## src/rtl/pc_redirect_ctrl.sv

```systemverilog
// Purpose : fetch PC sequencer; arbitrates trap/EX/ID/static next-PC sources and latches redirects seen under stall.
// Latency : 1 cycle from inputs to pc_o; flush pulses are registered alongside the redirected pc_o.
// Backpressure: stall_i holds pc_o; a redirect arriving under stall is parked in a pending register until release.
//
// Ports:
//   clk, rst                  clock and synchronous active-high reset
//   static_pc_i               predictor / sequential next PC
//   trap_vld_i/trap_pc_i      trap redirect (highest priority)
//   ex_redir_vld_i/_pc_i      EX mispredict / jump redirect
//   id_redir_vld_i/_pc_i      ID direct-jump redirect (lowest priority)
//   stall_i                   hold fetch PC
//   br_resolve_i/br_taken_i   conditional branch outcome for the confidence counter
//   pc_o, pc_valid_o          registered fetch PC and its validity
//   flush_if_o, flush_id_o    one-cycle stage kills accompanying an applied redirect
//   pend_o                    a redirect is parked waiting for stall release
//   pred_cnt_o                2-bit saturating branch-confidence counter
//   misalign_o                only with PC_ALIGN_CHECK_EN: applied target had non-zero bits [1:0]
//
// Build option: define PC_ALIGN_CHECK_EN to force redirect targets to 4-byte alignment
// and expose misalign_o.

module pc_redirect_ctrl #(
   parameter int unsigned       ADDR_W   = 64,
   parameter logic [ADDR_W-1:0] START_PC = 64'h0000_0000_8000_0000,
   parameter logic [1:0]        CNT_INIT = 2'b11
) (
   input  logic              clk,
   input  logic              rst,
   input  logic [ADDR_W-1:0] static_pc_i,
   input  logic              trap_vld_i,
   input  logic [ADDR_W-1:0] trap_pc_i,
   input  logic              ex_redir_vld_i,
   input  logic [ADDR_W-1:0] ex_redir_pc_i,
   input  logic              id_redir_vld_i,
   input  logic [ADDR_W-1:0] id_redir_pc_i,
   input  logic              stall_i,
   input  logic              br_resolve_i,
   input  logic              br_taken_i,
   output logic [ADDR_W-1:0] pc_o,
   output logic              pc_valid_o,
   output logic              flush_if_o,
   output logic              flush_id_o,
   output logic              pend_o,
`ifdef PC_ALIGN_CHECK_EN
   output logic              misalign_o,
`endif
   output logic [1:0]        pred_cnt_o
);

   typedef enum logic [1:0] {
      BOOT = 2'd0,
      RUN  = 2'd1,
      PEND = 2'd2
   } state_t;

   // Source codes are ordered so that a numerically larger code wins.
   localparam logic [1:0] SRC_NONE = 2'd0;
   localparam logic [1:0] SRC_ID   = 2'd1;
   localparam logic [1:0] SRC_EX   = 2'd2;
   localparam logic [1:0] SRC_TRAP = 2'd3;

   state_t            state_q, state_d;
   logic [ADDR_W-1:0] pc_q, pc_d;
   logic              pc_valid_q, pc_valid_d;
   logic              flush_if_q, flush_if_d;
   logic              flush_id_q, flush_id_d;
   logic              pend_q, pend_d;
   logic [ADDR_W-1:0] pend_pc_q, pend_pc_d;
   logic [1:0]        pend_src_q, pend_src_d;
   logic [1:0]        cnt_q, cnt_d;
   logic              misalign_q, misalign_d;

   // Combinational arbitration results for this cycle.
   logic [1:0]        win_src;
   logic [ADDR_W-1:0] win_pc;
   logic [1:0]        apply_src;   // source of the redirect loaded into pc this cycle
   logic [ADDR_W-1:0] apply_pc;
   logic [ADDR_W-1:0] load_pc;     // apply_pc after optional alignment

   // Fixed-priority pick among the live redirect requests.
   always_comb begin
      win_src = SRC_NONE;
      win_pc  = static_pc_i;
      if (trap_vld_i) begin
         win_src = SRC_TRAP;
         win_pc  = trap_pc_i;
      end else if (ex_redir_vld_i) begin
         win_src = SRC_EX;
         win_pc  = ex_redir_pc_i;
      end else if (id_redir_vld_i) begin
         win_src = SRC_ID;
         win_pc  = id_redir_pc_i;
      end
   end

   // Next-state decision for PC, pending register and FSM.
   always_comb begin
      state_d    = state_q;
      pc_d       = pc_q;
      pend_pc_d  = pend_pc_q;
      pend_src_d = pend_src_q;
      apply_src  = SRC_NONE;
      apply_pc   = pc_q;

      case (state_q)
         BOOT: begin
            // Inputs, redirects included, are deliberately ignored here.
            state_d = RUN;
         end
         RUN: begin
            if (!stall_i) begin
               if (win_src != SRC_NONE) begin
                  apply_src = win_src;
                  apply_pc  = win_pc;
               end else begin
                  pc_d = static_pc_i;
               end
            end else if (win_src != SRC_NONE) begin
               pend_pc_d  = win_pc;
               pend_src_d = win_src;
               state_d    = PEND;
            end
         end
         PEND: begin
            if (stall_i) begin
               // Only a strictly stronger source may displace the parked one.
               if (win_src > pend_src_q) begin
                  pend_pc_d  = win_pc;
                  pend_src_d = win_src;
               end
            end else begin
               // Release: static_pc_i is never used; the parked or a stronger live redirect wins.
               if (win_src > pend_src_q) begin
                  apply_src = win_src;
                  apply_pc  = win_pc;
               end else begin
                  apply_src = pend_src_q;
                  apply_pc  = pend_pc_q;
               end
               pend_src_d = SRC_NONE;
               state_d    = RUN;
            end
         end
         default: begin
            state_d    = BOOT;
            pend_src_d = SRC_NONE;
         end
      endcase

`ifdef PC_ALIGN_CHECK_EN
      load_pc    = {apply_pc[ADDR_W-1:2], 2'b00};
      misalign_d = (apply_src != SRC_NONE) && (apply_pc[1:0] != 2'b00);
`else
      load_pc    = apply_pc;
      misalign_d = 1'b0;
`endif

      if (apply_src != SRC_NONE) begin
         pc_d = load_pc;
      end

      // Trap and EX redirects (codes 2,3) also kill ID; an ID redirect only kills IF.
      flush_if_d = (apply_src != SRC_NONE);
      flush_id_d = apply_src[1];
      pend_d     = (state_d == PEND);
      pc_valid_d = 1'b1;
   end

   // Saturating confidence counter; frozen only while booting.
   always_comb begin
      cnt_d = cnt_q;
      if ((state_q != BOOT) && br_resolve_i) begin
         if (br_taken_i) begin
            if (cnt_q != 2'b11) cnt_d = cnt_q + 2'b01;
         end else begin
            if (cnt_q != 2'b00) cnt_d = cnt_q - 2'b01;
         end
      end
   end

   always_ff @(posedge clk) begin
      if (rst) begin
         state_q    <= BOOT;
         pc_q       <= START_PC;
         pc_valid_q <= 1'b0;
         flush_if_q <= 1'b0;
         flush_id_q <= 1'b0;
         pend_q     <= 1'b0;
         pend_pc_q  <= '0;
         pend_src_q <= SRC_NONE;
         cnt_q      <= CNT_INIT;
         misalign_q <= 1'b0;
      end else begin
         state_q    <= state_d;
         pc_q       <= pc_d;
         pc_valid_q <= pc_valid_d;
         flush_if_q <= flush_if_d;
         flush_id_q <= flush_id_d;
         pend_q     <= pend_d;
         pend_pc_q  <= pend_pc_d;
         pend_src_q <= pend_src_d;
         cnt_q      <= cnt_d;
         misalign_q <= misalign_d;
      end
   end

   assign pc_o       = pc_q;
   assign pc_valid_o = pc_valid_q;
   assign flush_if_o = flush_if_q;
   assign flush_id_o = flush_id_q;
   assign pend_o     = pend_q;
   assign pred_cnt_o = cnt_q;
`ifdef PC_ALIGN_CHECK_EN
   assign misalign_o = misalign_q;
`else
   // Without the alignment option the flag is always clear and has no port.
   logic unused_misalign;
   assign unused_misalign = misalign_q;
`endif

endmodule
```

## config.mk

```make
export PLATFORM = sky130hd
export DESIGN_NAME = pc_redirect_ctrl
export DESIGN_NICKNAME = d
export VERILOG_FILES = /design/src/rtl/pc_redirect_ctrl.sv
export SDC_FILE = /design/constraint.sdc
export NUM_CORES = 1
export LEC_CHECK = 0
export CAP_MARGIN = 20
export CORE_MARGIN = 5
export CORE_UTILIZATION = 60
export CTS_BUF_LIST = sky130_fd_sc_hd__clkbuf_16
export DETAILED_ROUTE_END_ITERATION = 10
export DONT_BUFFER_PORTS = 1
export PLACE_DENSITY = 0.79
export REMOVE_ABC_BUFFERS = 1
export SKIP_LAST_GASP = 1
export SLEW_MARGIN = 5
export SYNTH_ARGS = -nofsm -noshare
export SYNTH_HDL_FRONTEND = slang
export SYNTH_SLANG_ARGS = --single-unit
```

## constraint.sdc

```tcl
create_clock -name clk -period 4.2 [get_ports clk]
set_input_delay 0.42 -clock clk [delete_from_list [all_inputs] [get_ports clk]]
set_output_delay 0.42 -clock clk [all_outputs]
set_load 0.02 [all_outputs]
```

==> qor.yml <==
sta:
  hold_viol_final: 0
  rsz0062_at_grt: "false"
  worst_pin_slew_ps: 833.6
  period_share_pct: 71.93
  setup_violations: 0
  fin_skew_ps: 7.337
  fin_crit_ps: 3021
  worst_hold_slack_ps: 76.01
  drv_slew: 0
  fmax_mhz: 331.0
  slew_headroom_pct: 44.42
synth:
  synth_cell_types: 39
  ys_warn_count: 0
  synthTopCellsByArea: "dfxtp_1, mux2i_1, a211oi_2, mux2_2, a21oi_1"
  synthFlopType: "dfxtp_1"
  synth_top_area_share_pct: 32.59
  synth-edff-count: 0
  synth_common_cells: "a21oi_1, dfxtp_1, nand2_1, mux2i_1"
  synth_async_sr_flop_share_pct: 0
  yosys.area.top_type: "dfxtp_1"
  yosysSeqAreaShare_pct: 32.59
  synthesis.area_um2: 8477
  syn_area_per_cell_um2: 8.886
  synth-seq-cells: 138
  synthCells: 954
status:
  status: "completed"
floorplanning:
  io_pins: 334
  dieArea_um2: 16600
  die_h_um: 128.9
  core-area_um2: 13880
  initial_utilization_pct: 61.07
  rows: 43
  die_w_um: 128.9
clocking:
  hold_buffers: 0
  post_cts_buffers: 0
  cts_htree_levels: 4
  numCtsBuffers: 17
  cts_max_path_buffers: 2
  clkSlewWorstSetupHoldPaths_ps: 60
  cts.sinks: 138
  post_cts_resize_count: 0
  cts_tree: "yes"
  cts-root-buf: "clkbuf_16"
  clock_latency_ps: 410
power:
  leakage_nw: 3.077
  internal_power_mw: 2.748
  swShare_pct: 30.65
  p_sw_mw: 1.215
  total_power_mw: 3.963
  peakVddDrop_mv: 0.2388
  p_clk_share_pct: 37.2
  seqPwrFrac_pct: 41.8
  p_per_area_nw_per_um2: 443.3
  share_comb_of_total_power_pct: 20.9
finish:
  fin_nets: 1159
  fillers: 1183
  antenna_cells: 0
  drive_gt1_share_pct: 20.00
  syn2layout_area_growth_pct: 5.461
grt:
  grt_max_degree: 134
  grt_antenna_before_repair: 0
  grt_pass1_vias: 7148
  track_usage_pct: 27.70
  grt_pass1_wl_mm: 36.99
  overflow: 0
worst_setup_path:
  start_kind: "flop"
  r2r-start: "state_q[1]"
  r2r_cells: 9
  required_ps: 4530
  critPathArrivalTime_ps: 3350
  cp-end-kind: "flop"
  cp_max_fo: 64
  setup.worst_path.class: "flop to flop"
  r2r_end: "pc_o[39]"
  reg2reg_slack_ps: 1180
min_path:
  whs_endpoint: "pc_o[24]"
  hold_class: "input pin to flop"
  min_path_cells: 1
  hold_start: "rst"
routing:
  drc: 0
  drtPass1Iterations: 5
  drt_iter0_drc: 455
  vias: 7206
  wire_per_inst_um: 22.09
  ant_nets: 0
  wirelength_mm: 23.86
  vias_per_cell: 6.672
flow_run:
  drv_cap: 0
placed_design:
  dpl.hpwl_mm: 16.10
  portBuffers: 0
  gp_congestion: 0.8460
==> logic make-up (layout without fill, tap and decap cells) <==
family | count (synthesis) | after routing | synth area share (%)
adder cells (fa/ha/maj) | 7 | 7 | 1.033
multiplexers | 193 | 193 | 23.75
AND/OR/NAND/NOR | 226 | 226 | 12.65
flip-flops | 138 | 138 | 32.59
AO/OA/AOI/OAI | 281 | 281 | 23.32
buffers and inverters | 109 | 55 | 6.657
==> flip-flops by register name, summed over array words and instances, names as in the netlist <==
| name | cells |
|---|---|
| pred_cnt_o | 2 |
| pc_valid_o | 1 |
| state_q | 2 |
| flush_id_o | 1 |
| flush_if_o | 1 |
| pend_src_q | 2 |
| pc_o | 64 |
| pend_pc_q | 64 |
| pend_o | 1 |
==> power by group through the flow <==
stage / Sequential [mW] / Combinational (mW) / Clock (mW)
after floorplan: 1.65 / 0.686 / 0
after global placement: 1.68 / 0.799 / 0
after detailed placement: 1.68 / 0.828 / 0
after CTS: 1.66 / 0.831 / 1.50
after global routing: 1.67 / 0.919 / 1.57
final: 1.66 / 0.829 / 1.48
==> critical path: stages, from the launching register on <==
cell       delay (ps)
dfxtp_1           360
inv_1             110
ha_1              360
o21ai_1           150
a21oi_1           300
a31oi_2           160
a2111oi_4         420
buf_4             670
nor4_1            140
a211oi_2          230
==> worst max path at each step <==
stage          slack, ps  cells after the start           start       end
2_1_floorplan      -4450                     10      trap_vld_i  pc_o[31]
3_3_place_gp        1190                      9  id_redir_vld_i  pc_o[51]
3_5_place_dp        1080                     10  ex_redir_vld_i  pc_o[39]
4_1_cts             1240                      9      state_q[1]  pc_o[36]
5_1_grt             1030                      9      state_q[1]  pc_o[17]
6_report            1180                      9      state_q[1]  pc_o[39]
==> per-stage QoR <==
step	worst slack [ps]	setup TNS [ps]	util [%]	cell area, um2	instances
final	1179	0	64.40	8940	1080
after global routing	1025	0	64.40	8940	1080
after CTS	1242	0	64.40	8940	1080
after detailed placement	1081	0	60.20	8357	1049
after global placement	1194	0	60.20	8357	1049
after floorplan	-4447	-287730	-	7950	855
==> routing by layer <==
metal / track usage (%) / routed length (um) / up-vias
li1: - / - / 3426
met1: 33.20 / 9384 / 3397
met2: 47.77 / 11980 / 352
met3: 8.759 / 2131 / 31
met4: 7.783 / 359 / 0
met5: 0 / 0 / -
==> cells in the final DEF (no fill, tap or decap), types with 7 or more instances in the layout <==
| master | count |
|---|---|
| a211oi_2 | 59 |
| a21oi_1 | 137 |
| buf_4 | 12 |
| inv_1 | 9 |
| nand2_1 | 134 |
| mux2_2 | 65 |
| o22ai_1 | 65 |
| ha_1 | 7 |
| clkbuf_16 | 17 |
| dfxtp_1 | 138 |
| nor4_1 | 63 |
| mux2i_1 | 128 |
==> layout make-up <==
cell class | instances | area [um2] | share of cell area (%)
Sequential cell | 138 | 2763 | 30.90
Multi-Input combinational cell | 707 | 5201 | 58.18
Timing Repair Buffer | 14 | 130.1 | 1.456
Inverter | 10 | 37.54 | 0.4199
Clock buffer | 17 | 425.4 | 4.759
Clock inverter | 14 | 157.7 | 1.763
Tap cell | 180 | 225.2 | 2.519
(Power assumes the default switching activity.)
